File: src/rtl/br_pred_pkg.sv
// Shared types and saturating-counter helpers for the dynamic branch predictor.
package br_pred_pkg;

  localparam int CNT_W_MAX = 4;
  localparam int IDX_W_MAX = 16;

  // Wide enough for any legal CNT_W; unused upper bits stay zero.
  typedef logic [CNT_W_MAX-1:0] cnt_t;

  typedef struct packed {
    logic                 vld;
    logic [IDX_W_MAX-1:0] idx;
    logic                 pred;
  } ifid_t;

  function automatic cnt_t sat_inc(cnt_t c, cnt_t max);
    return (c >= max) ? max : c + cnt_t'(1);
  endfunction

  function automatic cnt_t sat_dec(cnt_t c);
    return (c == '0) ? c : c - cnt_t'(1);
  endfunction

endpackage

File: src/rtl/br_sat_stat_cnt.sv
// Event counter that sticks at all-ones instead of wrapping.
module br_sat_stat_cnt #(
  parameter int STAT_W = 32
) (
  input  logic              clk,
  input  logic              rst_n,
  input  logic              inc_i,
  output logic [STAT_W-1:0] cnt_o
);

  logic [STAT_W-1:0] cnt_q, cnt_d;

  always_comb begin
    cnt_d = cnt_q;
    if (inc_i && (cnt_q != '1)) cnt_d = cnt_q + STAT_W'(1);
  end

  always_ff @(posedge clk) begin
    if (!rst_n) cnt_q <= '0;
    else        cnt_q <= cnt_d;
  end

  assign cnt_o = cnt_q;

endmodule

File: src/rtl/dyn_brnch_pred_nb_tbl.sv
// Table of saturating counters looked up in IF, trained as the branch leaves ID.
// Define DYN_BRNCH_PRED_GSHARE_EN to XOR a global history register into the index.
module dyn_brnch_pred_nb_tbl
  import br_pred_pkg::*;
#(
  parameter int PC_W     = 32,
  parameter int IDX_W    = 6,
  parameter int CNT_W    = 2,
  parameter int CNT_INIT = 1,
  parameter int STAT_W   = 32
) (
  input  logic              clk,
  input  logic              rst_n,
  input  logic [PC_W-1:0]   if_pc,
  input  logic              brch_instr_detectd_IF,
  input  logic              brch_instr_detectd_ID,
  input  logic              actual_brch_result,
  input  logic              pipe_adv,
  input  logic              flush,
  output logic              predict_br_taken,
  output logic              mispredict,
  output logic [STAT_W-1:0] stat_br_cnt,
  output logic [STAT_W-1:0] stat_mispred_cnt
);

  localparam int   ENTRIES = 1 << IDX_W;
  localparam cnt_t CNT_MAX = cnt_t'((1 << CNT_W) - 1);
  localparam cnt_t CNT_RST = cnt_t'(CNT_INIT);

  cnt_t             tbl_q [ENTRIES];
  cnt_t             tbl_d [ENTRIES];
  ifid_t            id_q, id_d;
  logic [IDX_W-1:0] idx_if;
  logic             upd;
  logic             unused_pc;

  assign unused_pc = ^{if_pc[PC_W-1:IDX_W+2], if_pc[1:0]};

`ifdef DYN_BRNCH_PRED_GSHARE_EN
  logic [IDX_W-1:0] ghr_q, ghr_d;

  assign idx_if = if_pc[IDX_W+1:2] ^ ghr_q;
  assign ghr_d  = upd ? {ghr_q[IDX_W-2:0], actual_brch_result} : ghr_q;

  always_ff @(posedge clk) begin
    if (!rst_n) ghr_q <= '0;
    else        ghr_q <= ghr_d;
  end
`else
  assign idx_if = if_pc[IDX_W+1:2];
`endif

  assign predict_br_taken = tbl_q[idx_if][CNT_W-1] & brch_instr_detectd_IF;
  assign mispredict = id_q.vld & brch_instr_detectd_ID & (id_q.pred != actual_brch_result);
  // Gated by pipe_adv so a stalled branch trains and counts exactly once.
  assign upd = id_q.vld & brch_instr_detectd_ID & pipe_adv;

  always_comb begin
    id_d = id_q;
    if (flush) begin
      id_d.vld = 1'b0;
    end else if (pipe_adv) begin
      id_d.vld  = brch_instr_detectd_IF;
      id_d.idx  = IDX_W_MAX'(idx_if);
      id_d.pred = predict_br_taken;
    end
  end

  always_comb begin
    for (int e = 0; e < ENTRIES; e++) begin
      tbl_d[e] = tbl_q[e];
      if (upd && (id_q.idx == IDX_W_MAX'(e)))
        tbl_d[e] = actual_brch_result ? sat_inc(tbl_q[e], CNT_MAX) : sat_dec(tbl_q[e]);
    end
  end

  always_ff @(posedge clk) begin
    if (!rst_n) begin
      id_q <= '0;
      for (int e = 0; e < ENTRIES; e++) tbl_q[e] <= CNT_RST;
    end else begin
      id_q <= id_d;
      for (int e = 0; e < ENTRIES; e++) tbl_q[e] <= tbl_d[e];
    end
  end

  br_sat_stat_cnt #(.STAT_W(STAT_W)) u_br_cnt (
    .clk   (clk),
    .rst_n (rst_n),
    .inc_i (upd),
    .cnt_o (stat_br_cnt)
  );

  br_sat_stat_cnt #(.STAT_W(STAT_W)) u_mispred_cnt (
    .clk   (clk),
    .rst_n (rst_n),
    .inc_i (upd & mispredict),
    .cnt_o (stat_mispred_cnt)
  );

endmodule

File: config.mk
export PLATFORM = sky130hd
export DESIGN_NAME = dyn_brnch_pred_nb_tbl
export DESIGN_NICKNAME = d
export VERILOG_FILES = /design/src/rtl/br_pred_pkg.sv /design/src/rtl/br_sat_stat_cnt.sv /design/src/rtl/dyn_brnch_pred_nb_tbl.sv
export SDC_FILE = /design/constraint.sdc
export NUM_CORES = 1
export LEC_CHECK = 0
export CELL_PAD_IN_SITES_DETAIL_PLACEMENT = 0
export CELL_PAD_IN_SITES_GLOBAL_PLACEMENT = 1
export CORE_ASPECT_RATIO = 1.2
export CORE_UTILIZATION = 37
export CTS_BUF_LIST = sky130_fd_sc_hd__clkbuf_4 sky130_fd_sc_hd__clkbuf_8 sky130_fd_sc_hd__clkbuf_16
export CTS_CLUSTER_DIAMETER = 80
export DETAILED_ROUTE_END_ITERATION = 16
export PLACE_DENSITY_LB_ADDON = 0.1
export SYNTH_ARGS = -nofsm -noshare
export SYNTH_HDL_FRONTEND = slang
export SYNTH_HIERARCHICAL = 1
export SYNTH_SLANG_ARGS = --single-unit
File: constraint.sdc
create_clock -name clk -period 4 [get_ports clk]
set_input_delay 0.6 -clock clk [delete_from_list [all_inputs] [get_ports clk]]
set_output_delay 0.6 -clock clk [all_outputs]
set_load 0.01 [all_outputs]
==> flow_summary.ini <==
[worst_setup_path]
critPathKind = input pin to primary output
worst-r2r-setup-slack_ps = 960
ff2ff_path_depth = 4
cpPeakStageDelay_ps = 680
regToRegEndpoint = tbl_q[58][2]$_SDFFE_PN0P_
crit_slowest_cell = clkdlybuf4s50_1
cp.required_ps = 3400
crit_chain = clkdlybuf4s50_1, buf_4, mux4_2, mux2i_1, a22oi_1, nand3_1, nand2_1, clkdlybuf4s50_1
cp.arrival_ps = 3070
cpMostUsedCell = clkdlybuf4s50_1
worstPathMaxFanout = 9
r2r_start = id_q[4]$_SDFFE_PN0P_
start_kind = input pin
end_kind = primary output

[logic_synthesis]
synth.cell_area_um2 = 20700
yosysTopAreaCellShare_pct = 31.7
synth.yosys.seq_area_share_pct = 31.7
synth-seq-cells = 328
synth_top_flop_cell = dfxtp_1
synth_cell_types = 61
syn_avg_cell_area_um2 = 8.23
syn_nets = 2748
async_flop_share_pct = 0
synth_area_leader_cell = dfxtp_1
synth_edf_count = 0
netlist_top_cells_area = dfxtp_1, ha_1, mux2i_1
syn_inst = 2515
ys_warn_count = 6

[cts]
root_buffer = clkbuf_16
cts_tree = built
clock_latency_ps = 580
cts.clk_slew.worst_paths_ps = 50
post_cts_buffers = 0
ctsHoldBuffers = 0
clk_path_buf_depth = 3
cts_resized = 0
numCtsBuffers = 41
cts_sinks = 328
htreeDepth = 2

[floorplan]
coreArea_um2 = 55000
core.rowCount = 94
die-area_um2 = 56900
ios = 105
fp.dieH_um = 261
die_w_um = 218
start_util_pct = 37.6

[layout]
antenna_cells = 0
drive_above_1_share_pct = 8.24
finalNetCount = 2773
final_cell_mix = dfxtp_1, nor2_1, ha_1
final_common_cell = dfxtp_1
areaGrowthSynthToFinish_pct = 14.1

[place]
hpwl_mm = 37.6
io_buffers = 78
gp_congestion = 0.784

[hold_path]
hp-start = rst_n
hold_end = tbl_q[18][0]$_SDFFE_PN1P_
worstHoldPathCells = 2
hp-class = input pin to flip-flop

[sta]
max_freq_mhz = 272
worst-slew-pin-transition_ps = 957
hold_viol = 0
finalSetupTns_ps = 0
drv_slew = 0
fin_crit_sh_pct = 91.8
timing.slew.headroom_pct = 35.7
finalClockSkew_ps = 20.9
rsz0062_at_grt = false
period_minus_slack_ps = 3670
setup_violations = 0

[grt]
grt_pass1_vias = 17427
antenna_found_initial = 0
track_usage_pct = 19.7
grt_start_max_net_pins = 174
grt_pass1_wl_mm = 91.2
grt_remaining_overflow = 0

[run]
cap_violations = 0

[drt]
num_vias = 18283
vias_per_cell = 5.55
drt-total-wl_mm = 56.6
route.detailed.drc = 0
wire_per_inst_um = 17.2
drtPass1Iterations = 5
drtIter0Drc = 881
postRouteAntennaNets = 0

[pwr]
power_leakage_nw = 8.91
design_power_total_w = 0.00746
power.density_nw_per_um2 = 316
ir_drop_mv = 0.255

[status]
status = finished clean
==> state kept, by name (all words and copies together), names as in the netlist <==
| signal | flops |
|---|---|
| tbl_q | 256 |
| u_br_cnt/cnt_o | 32 |
| u_mispred_cnt/cnt_o | 32 |
| id_q | 8 |
==> critical path: cells and delay by family <==
kind | cells | cell delay [ps]
AO/OA/AOI/OAI | 1 | 150
buffers and inverters | 3 | 1450
multiplexers | 2 | 630
AND/OR/NAND/NOR | 2 | 230
==> final cells by class <==
| class | count | area [um2] |
|---|---|---|
| clock inverter | 11 | 90.1 |
| clock buffer | 64 | 1310 |
| multi-input combinational | 1904 | 13100 |
| inverter | 144 | 548 |
| timing repair buffer | 121 | 1140 |
| fill | 5515 | 31400 |
| tap | 720 | 901 |
| sequential | 328 | 6570 |
==> where the power goes <==
group	switching, W	total [W]	internal, W	leakage, nW
combinational	0.000242	0.000332	0.0000894	5.55
clock	0.00153	0.00384	0.00231	0.708
sequential	0.0000168	0.00329	0.00327	2.64
==> worst max-delay path by stage <==
stage | start | to | slack, ps
global placement | if_pc[3] | predict_br_taken | 310
finish | if_pc[4] | predict_br_taken | 330
CTS | if_pc[4] | predict_br_taken | 260
global route | if_pc[4] | predict_br_taken | 190
floorplan | actual_brch_result | u_mispred_cnt/cnt_o[31]$_SDFFE_PN0P_ | 180
detailed placement | pipe_adv | u_mispred_cnt/cnt_o[31]$_SDFFE_PN0P_ | 220
==> cells in the mapped netlist (27+ instances only) <==
cell type,count
nor2b_1,37
mux2i_1,113
nor2_1,275
nand3_1,63
nand3b_1,55
nor4b_1,43
clkbuf_1,110
nand4_1,43
o21ai_0,164
or4_1,27
or3_1,39
a21oi_1,181
nand2_1,177
nor3_1,141
ha_1,194
dfxtp_1,328
inv_1,143
==> stage by stage <==
stage               utilization, %  std cells  hold WS [ps]  area [um2]  setup WS [ps]
finish                        42.9       3292           418       23600            329
global route                  42.9       3292           434       23600            191
CTS                           42.9       3292           400       23600            265
detailed placement            40.4       3217           482       22200            219
global placement              40.4       3217           471       22200            313
floorplan                        -       2515           449       20700            181
==> kinds of logic after synthesis <==
kind of cell    count (synthesis)  share of synthesized area [%]
buf+inv                       283                           5.27
compound gates                475                           13.6
xor+xnor                       32                           1.35
fa+ha+maj                     194                           11.7
flops                         328                           31.7
mux                           127                           6.99
simple gates                 1076                           29.3
==> metal layers <==
| metal | track usage, % | wire, um | up-vias |
|---|---|---|---|
| met5 | 0 | 0 | - |
| met2 | 35.0 | 27400 | 262 |
| met1 | 24.1 | 25800 | 8791 |
| met4 | 7.11 | 1580 | 0 |
| li1 | - | - | 9142 |
| met3 | 2.93 | 1830 | 88 |
Power figures use the tool's default switching activity.
